[src/rtl/mem_stage_if.sv]
// Byte-serial memory-controller port used by the MEM stage.
// master = mem_stage (issues byte requests), slave = memory controller.
interface mem_stage_if #(parameter int ADDR_W = 32);
  logic              mem_req_o;
  logic              mem_we_o;
  logic [ADDR_W-1:0] mem_addr_o;
  logic [7:0]        mem_wbyte_o;
  logic [7:0]        mem_rbyte_i;
  logic              mem_ack_i;

  modport master (
    output mem_req_o, mem_we_o, mem_addr_o, mem_wbyte_o,
    input  mem_rbyte_i, mem_ack_i
  );

  modport slave (
    input  mem_req_o, mem_we_o, mem_addr_o, mem_wbyte_o,
    output mem_rbyte_i, mem_ack_i
  );
endinterface

[src/rtl/mem_stage.sv]
// MEM pipeline stage: ALU results pass straight through, loads/stores run byte-serially.
// Optional macro MEM_MISALIGN_CHECK_EN traps misaligned half/word accesses instead of issuing them.
module mem_stage #(
  parameter int ADDR_W = 32
) (
  input  logic              clock,
  input  logic              reset,
  input  logic [5:0]        stall,
  input  logic              write_i,
  input  logic [4:0]        regw_addr_i,
  input  logic [31:0]       regw_data_i,
  input  logic [3:0]        mem_op_i,
  input  logic [ADDR_W-1:0] mem_addr_i,
  input  logic [31:0]       mem_wdata_i,
  output logic              write_o,
  output logic [4:0]        regw_addr_o,
  output logic [31:0]       regw_data_o,
  output logic              stall_req_o,
  output logic              misalign_o,
  mem_stage_if.master       mem_bus
);

  typedef enum logic [1:0] {IDLE, BUSY, DONE} state_t;

  state_t      state, state_next;
  logic [1:0]  k, k_next;
  logic [31:0] load_buf, load_buf_next;
  logic        is_load, is_store, is_mem;
  logic [1:0]  last_k;
  logic [31:0] load_ext;
  logic        unused_stall;

  assign unused_stall = ^{stall[5], stall[3:0]};

  always_comb begin
    is_load  = 1'b0;
    is_store = 1'b0;
    last_k   = 2'd0;
    case (mem_op_i)
      4'd1, 4'd4: is_load = 1'b1;
      4'd2, 4'd5: begin is_load = 1'b1; last_k = 2'd1; end
      4'd3:       begin is_load = 1'b1; last_k = 2'd3; end
      4'd6:       is_store = 1'b1;
      4'd7:       begin is_store = 1'b1; last_k = 2'd1; end
      4'd8:       begin is_store = 1'b1; last_k = 2'd3; end
      default:    ;
    endcase
    is_mem = is_load | is_store;
  end

  always_comb begin
    case (mem_op_i)
      4'd1:    load_ext = {{24{load_buf[7]}}, load_buf[7:0]};
      4'd2:    load_ext = {{16{load_buf[15]}}, load_buf[15:0]};
      4'd4:    load_ext = {24'd0, load_buf[7:0]};
      4'd5:    load_ext = {16'd0, load_buf[15:0]};
      default: load_ext = load_buf;
    endcase
  end

`ifdef MEM_MISALIGN_CHECK_EN
  logic misaligned, mis_q, mis_next;
  assign misaligned = ((last_k == 2'd1) && mem_addr_i[0]) ||
                      ((last_k == 2'd3) && (mem_addr_i[1:0] != 2'b00));
`endif

  always_ff @(posedge clock) begin
    if (!reset) begin
      state    <= IDLE;
      k        <= 2'd0;
      load_buf <= 32'd0;
`ifdef MEM_MISALIGN_CHECK_EN
      mis_q    <= 1'b0;
`endif
    end else begin
      state    <= state_next;
      k        <= k_next;
      load_buf <= load_buf_next;
`ifdef MEM_MISALIGN_CHECK_EN
      mis_q    <= mis_next;
`endif
    end
  end

  always_comb begin
    state_next    = state;
    k_next        = k;
    load_buf_next = load_buf;
`ifdef MEM_MISALIGN_CHECK_EN
    mis_next      = mis_q;
`endif
    case (state)
      IDLE: begin
        if (is_mem) begin
          k_next        = 2'd0;
          load_buf_next = 32'd0;
`ifdef MEM_MISALIGN_CHECK_EN
          mis_next      = misaligned;
          state_next    = misaligned ? DONE : BUSY;
`else
          state_next    = BUSY;
`endif
        end
      end
      BUSY: begin
        if (mem_bus.mem_ack_i) begin
          if (is_load) load_buf_next[{k, 3'b000} +: 8] = mem_bus.mem_rbyte_i;
          if (k == last_k) begin
            state_next = DONE;
            k_next     = 2'd0;
          end else begin
            k_next = k + 2'd1;
          end
        end
      end
      DONE: begin
        // MEM/WB has captured the result; upstream will present the next instruction.
        if (!stall[4]) state_next = IDLE;
      end
      default: state_next = IDLE;
    endcase
  end

  always_comb begin
    write_o             = 1'b0;
    regw_addr_o         = 5'd0;
    regw_data_o         = 32'd0;
    stall_req_o         = 1'b0;
    misalign_o          = 1'b0;
    mem_bus.mem_req_o   = 1'b0;
    mem_bus.mem_we_o    = 1'b0;
    mem_bus.mem_addr_o  = '0;
    mem_bus.mem_wbyte_o = 8'd0;
    case (state)
      IDLE: begin
        regw_addr_o = regw_addr_i;
        if (is_mem) begin
          stall_req_o = 1'b1;
        end else begin
          write_o     = write_i;
          regw_data_o = regw_data_i;
        end
      end
      BUSY: begin
        regw_addr_o         = regw_addr_i;
        stall_req_o         = 1'b1;
        mem_bus.mem_req_o   = 1'b1;
        mem_bus.mem_we_o    = is_store;
        mem_bus.mem_addr_o  = mem_addr_i + ADDR_W'(k);
        mem_bus.mem_wbyte_o = mem_wdata_i[{k, 3'b000} +: 8];
      end
      DONE: begin
        regw_addr_o = regw_addr_i;
        if (is_load) begin
          write_o     = write_i;
          regw_data_o = load_ext;
        end
`ifdef MEM_MISALIGN_CHECK_EN
        if (mis_q) begin
          write_o     = 1'b0;
          regw_data_o = 32'd0;
          misalign_o  = 1'b1;
        end
`endif
      end
      default: ;
    endcase
    // Keep MEM/WB inputs quiet while reset is held so nothing stale is captured.
    if (!reset) begin
      write_o     = 1'b0;
      regw_addr_o = 5'd0;
      regw_data_o = 32'd0;
      stall_req_o = 1'b0;
      misalign_o  = 1'b0;
    end
  end

endmodule

[src/flat_wrapper.sv]
// flat-port wrapper written by rule: the top's interface ports become plain ports
module mem_stage_flat 
#(
  parameter int ADDR_W = 32
)
  (clock, reset, stall, write_i, regw_addr_i, regw_data_i, mem_op_i, mem_addr_i, mem_wdata_i, write_o, regw_addr_o, regw_data_o, stall_req_o, misalign_o, mem_bus_mem_req_o, mem_bus_mem_we_o, mem_bus_mem_addr_o, mem_bus_mem_wbyte_o, mem_bus_mem_rbyte_i, mem_bus_mem_ack_i);
  mem_stage_if #(.ADDR_W(ADDR_W)) mem_bus_i ();
  input  logic clock;
  input  logic reset;
  input  logic [5:0] stall;
  input  logic write_i;
  input  logic [4:0] regw_addr_i;
  input  logic [31:0] regw_data_i;
  input  logic [3:0] mem_op_i;
  input  logic [ADDR_W-1:0] mem_addr_i;
  input  logic [31:0] mem_wdata_i;
  output logic write_o;
  output logic [4:0] regw_addr_o;
  output logic [31:0] regw_data_o;
  output logic stall_req_o;
  output logic misalign_o;
  output wire logic [$bits(mem_bus_i.mem_req_o)-1:0] mem_bus_mem_req_o;
  output wire logic [$bits(mem_bus_i.mem_we_o)-1:0] mem_bus_mem_we_o;
  output wire logic [$bits(mem_bus_i.mem_addr_o)-1:0] mem_bus_mem_addr_o;
  output wire logic [$bits(mem_bus_i.mem_wbyte_o)-1:0] mem_bus_mem_wbyte_o;
  input wire logic [$bits(mem_bus_i.mem_rbyte_i)-1:0] mem_bus_mem_rbyte_i;
  input wire logic [$bits(mem_bus_i.mem_ack_i)-1:0] mem_bus_mem_ack_i;
  assign mem_bus_mem_req_o = mem_bus_i.mem_req_o;
  assign mem_bus_mem_we_o = mem_bus_i.mem_we_o;
  assign mem_bus_mem_addr_o = mem_bus_i.mem_addr_o;
  assign mem_bus_mem_wbyte_o = mem_bus_i.mem_wbyte_o;
  assign mem_bus_i.mem_rbyte_i = mem_bus_mem_rbyte_i;
  assign mem_bus_i.mem_ack_i = mem_bus_mem_ack_i;
  mem_stage #(.ADDR_W(ADDR_W)) u_core (.clock(clock), .reset(reset), .stall(stall), .write_i(write_i), .regw_addr_i(regw_addr_i), .regw_data_i(regw_data_i), .mem_op_i(mem_op_i), .mem_addr_i(mem_addr_i), .mem_wdata_i(mem_wdata_i), .write_o(write_o), .regw_addr_o(regw_addr_o), .regw_data_o(regw_data_o), .stall_req_o(stall_req_o), .misalign_o(misalign_o), .mem_bus(mem_bus_i));
endmodule
[config.mk]
export PLATFORM = sky130hd
export DESIGN_NAME = mem_stage_flat
export DESIGN_NICKNAME = d
export VERILOG_FILES = /design/src/rtl/mem_stage_if.sv /design/src/rtl/mem_stage.sv /design/src/flat_wrapper.sv
export SDC_FILE = /design/constraint.sdc
export NUM_CORES = 1
export LEC_CHECK = 0
export CORE_MARGIN = 1.5
export CORE_UTILIZATION = 42
export DETAILED_ROUTE_END_ITERATION = 10
export MAX_ROUTING_LAYER = met4
export PLACE_DENSITY_LB_ADDON = 0.2
export SYNTH_ARGS = -nofsm -noshare
export SYNTH_HDL_FRONTEND = slang
export SYNTH_SLANG_ARGS = --single-unit
[constraint.sdc]
create_clock -name clock -period 5.6 [get_ports clock]
set_input_delay 0.56 -clock clock [delete_from_list [all_inputs] [get_ports clock]]
set_output_delay 0.56 -clock clock [all_outputs]
set_load 0.05 [all_outputs]
==> metrics.md <==
| Metric | Value |
|---|---|
| Outcome | completed |
| Synth top cells by count | nor2_1, nand2_1, dfxtp_1 |
| Critical Path Sink Type | primary output |
| Mapped Nets | 598 |
| Avg WL per Cell | 15.1 um |
| GP Congestion | 0.771 |
| Worst Max-Slew Pin Slew | 1020 ps |
| Die W | 93.5 um |
| Hold_buf cts | 0 |
| Final setup viols | 0 |
| Clock tree sinks | 36 |
| Crit path time final | 4310 ps |
| P_leak | 0.00189 uW |
| Core area | 0.00785 sq mm |
| Yosys top cell area share | 20.9% |
| Flops & latches, synth | 36 |
| CTS tree | done |
| Hpwl dp | 8.52 mm |
| RSZ-0062 raised after global routing | false |
| Predominant post-synthesis flop cell | dfxtp_1 |
| Non-Filler Instances | 741 |
| Die ar. | 0.00874 sq mm |
| CTS Buf Count | 5 |
| Antenna-violating nets left | 0 |
| Vias | 4107 |
| Antenna diode count | 0 |
| Via-per-instance ratio | 5.54 |
| Tcrit/Tclk final | 76.9% |
| Global-route wire length before repair | 18.2 mm |
| Critical-path top delay cell | clkdlybuf4s50_1 |
| Worst hold path class | flip-flop to flip-flop |
| Final slew viol count | 0 |
| Area added between synthesis and finish | 59.2% |
| IO buf count | 198 |
| Clk buf depth | 2 |
| Crit-path cells | clkdlybuf4s50_1, nand3_1, nor4_4, nand3_1, or4_1, a21oi_1, clkdlybuf4s50_1 |
| Clk_lat worst skew | 290 ps |
| GRT overflow | 0 |
| Distinct cells, synth | 57 |
| I/O pin count | 205 |
| Clock skew | 5.20 ps |
| WL final | 11.2 mm |
| Root Driver | clkbuf_8 |
| Critical path class | input port to primary output |
| Synth top area cells | dfxtp_1, nor2_1, nand2_1 |
| 1st-pass router iterations | 4 |
| Starting Density | 43.8% |
| Most frequent cell after synthesis | nor2_1 |
| CP required | 5040 ps |
| 1st-iter DRT viols | 127 |
| Post-CTS setup buffers | 0 |
| Worst setup SP type | input port |
| Pwr dens | 173 mW/mm^2 |
| Fin Setup TNS | 0 ps |
| DRC viols | 0 |
| Initial antenna violation count | 0 |
| Num rows | 32 |
| Yosys synthesis warning count | 0 |
| Share of cells above drive strength 1 | 4.85% |
| CTS H-tree lvls | 2 |
| Post-Synthesis Cells | 468 |
| Aggregate global-route resource usage | 26.2% |
| Asr flop ratio synth | 0% |
| Worst slew margin | 31.3% |
| Largest net degree at the start of global routing | 61 |
| VDD IR max | 0.115 mV |
| Sequential area share after synthesis | 20.9% |
| Post-Syn Area | 0.00344 sq mm |
| Number of global-route vias before repair | 3970 |
| Worst-path fanout max | 15 |
| Resize count post-CTS | 0 |
| # placed instances | 733 |
| Die H | 93.5 um |
| EDFF count, synth | 0 |
| Final hold violation count | 0 |
| Clock-pin slew on the worst setup and hold paths | 80 ps |
| Max-cap violations | 0 |
| Peak Freq | 232 MHz |
| Critical path arrival | 3750 ps |
| Critical path's largest stage delay | 850 ps |
| Avg Cell Area, Syn | 7.35 sq um |
| Fin nets | 768 |
| Area leader, netlist | dfxtp_1 |
kinds of logic (layout without fill, tap and decap cells):
kind of cell | after synthesis | after routing | synth area share [%]
mux | 9 | 9 | 5.53
compound gates | 106 | 106 | 20.5
buf+inv | 45 | 216 | 6.65
other cells | 1 | 1 | 0.109
xor+xnor | 26 | 26 | 7.16
fa+ha+maj | 7 | 7 | 2.76
simple gates | 238 | 238 | 36.3
flops | 36 | 36 | 20.9
sequential cells by signal, indices dropped and copies added (netlist names):
| register | count |
|---|---|
| u_core.k | 2 |
| u_core.state | 2 |
| u_core.load_buf | 32 |
layer usage:
layer	part of all wire (%)	vias up	track usage, %
met3	7.3	20	6.18
met5	0	-	-
met4	1.9	0	7.58
met2	50	156	46.0
met1	41	1891	29.4
li1	-	2040	-
where the power goes:
group | leakage, uW | internal [uW] | switching (uW)
clock network | 0.0000541 | 132 | 99.8
registers | 0.000290 | 258 | 4.84
logic | 0.00155 | 183 | 267
layout make-up:
class                      instances  area, sq um
multi-input combinational        387         2490
clock buffer                       5         68.8
timing repair buffer             201         2000
clock inverter                     3         42.5
sequential                        36          721
inverter                           7         26.3
tap                              102          128
fill                             679         2370
worst max-delay path: cells and delay by family:
kind,cells,cell delay [ps]
compound gates,1,160
simple gates,4,1620
buf+inv,2,1400
worst paths after layout:
path,start,end,slack [ps],cells after the start
max,mem_addr_i[4],mem_bus_mem_addr_o[28],1290,7
min,u_core.load_buf[30],u_core.load_buf[30],450,2
max reg2reg,u_core.state[1],u_core.load_buf[12],3210,7
min reg2reg,u_core.load_buf[30],u_core.load_buf[30],450,2
stage by stage:
step	power, uW	instance area [sq um]	util (%)	hold slack [ps]	setup WS [ps]
2_1_floorplan	539	3440	-	429	2320
3_3_place_gp	713	5370	68.4	438	1390
3_5_place_dp	718	5370	68.4	440	1320
4_1_cts	948	5480	69.8	453	1330
5_1_grt	986	5480	69.8	466	1120
6_report	945	5480	69.8	449	1290
cell usage in the layout (no fill, tap or decap), types with 15 or more instances in the layout:
master and count:
a21oi_1 18, and2_1 16, clkdlybuf4s50_1 197, dfxtp_1 36, nand2_1 59, nand3_1 20, nand4_1 27, nor2_1 65
o21ai_0 21, o21ai_1 17, xor2_1 15
No activity file was read; power rests on OpenSTA's default activity.
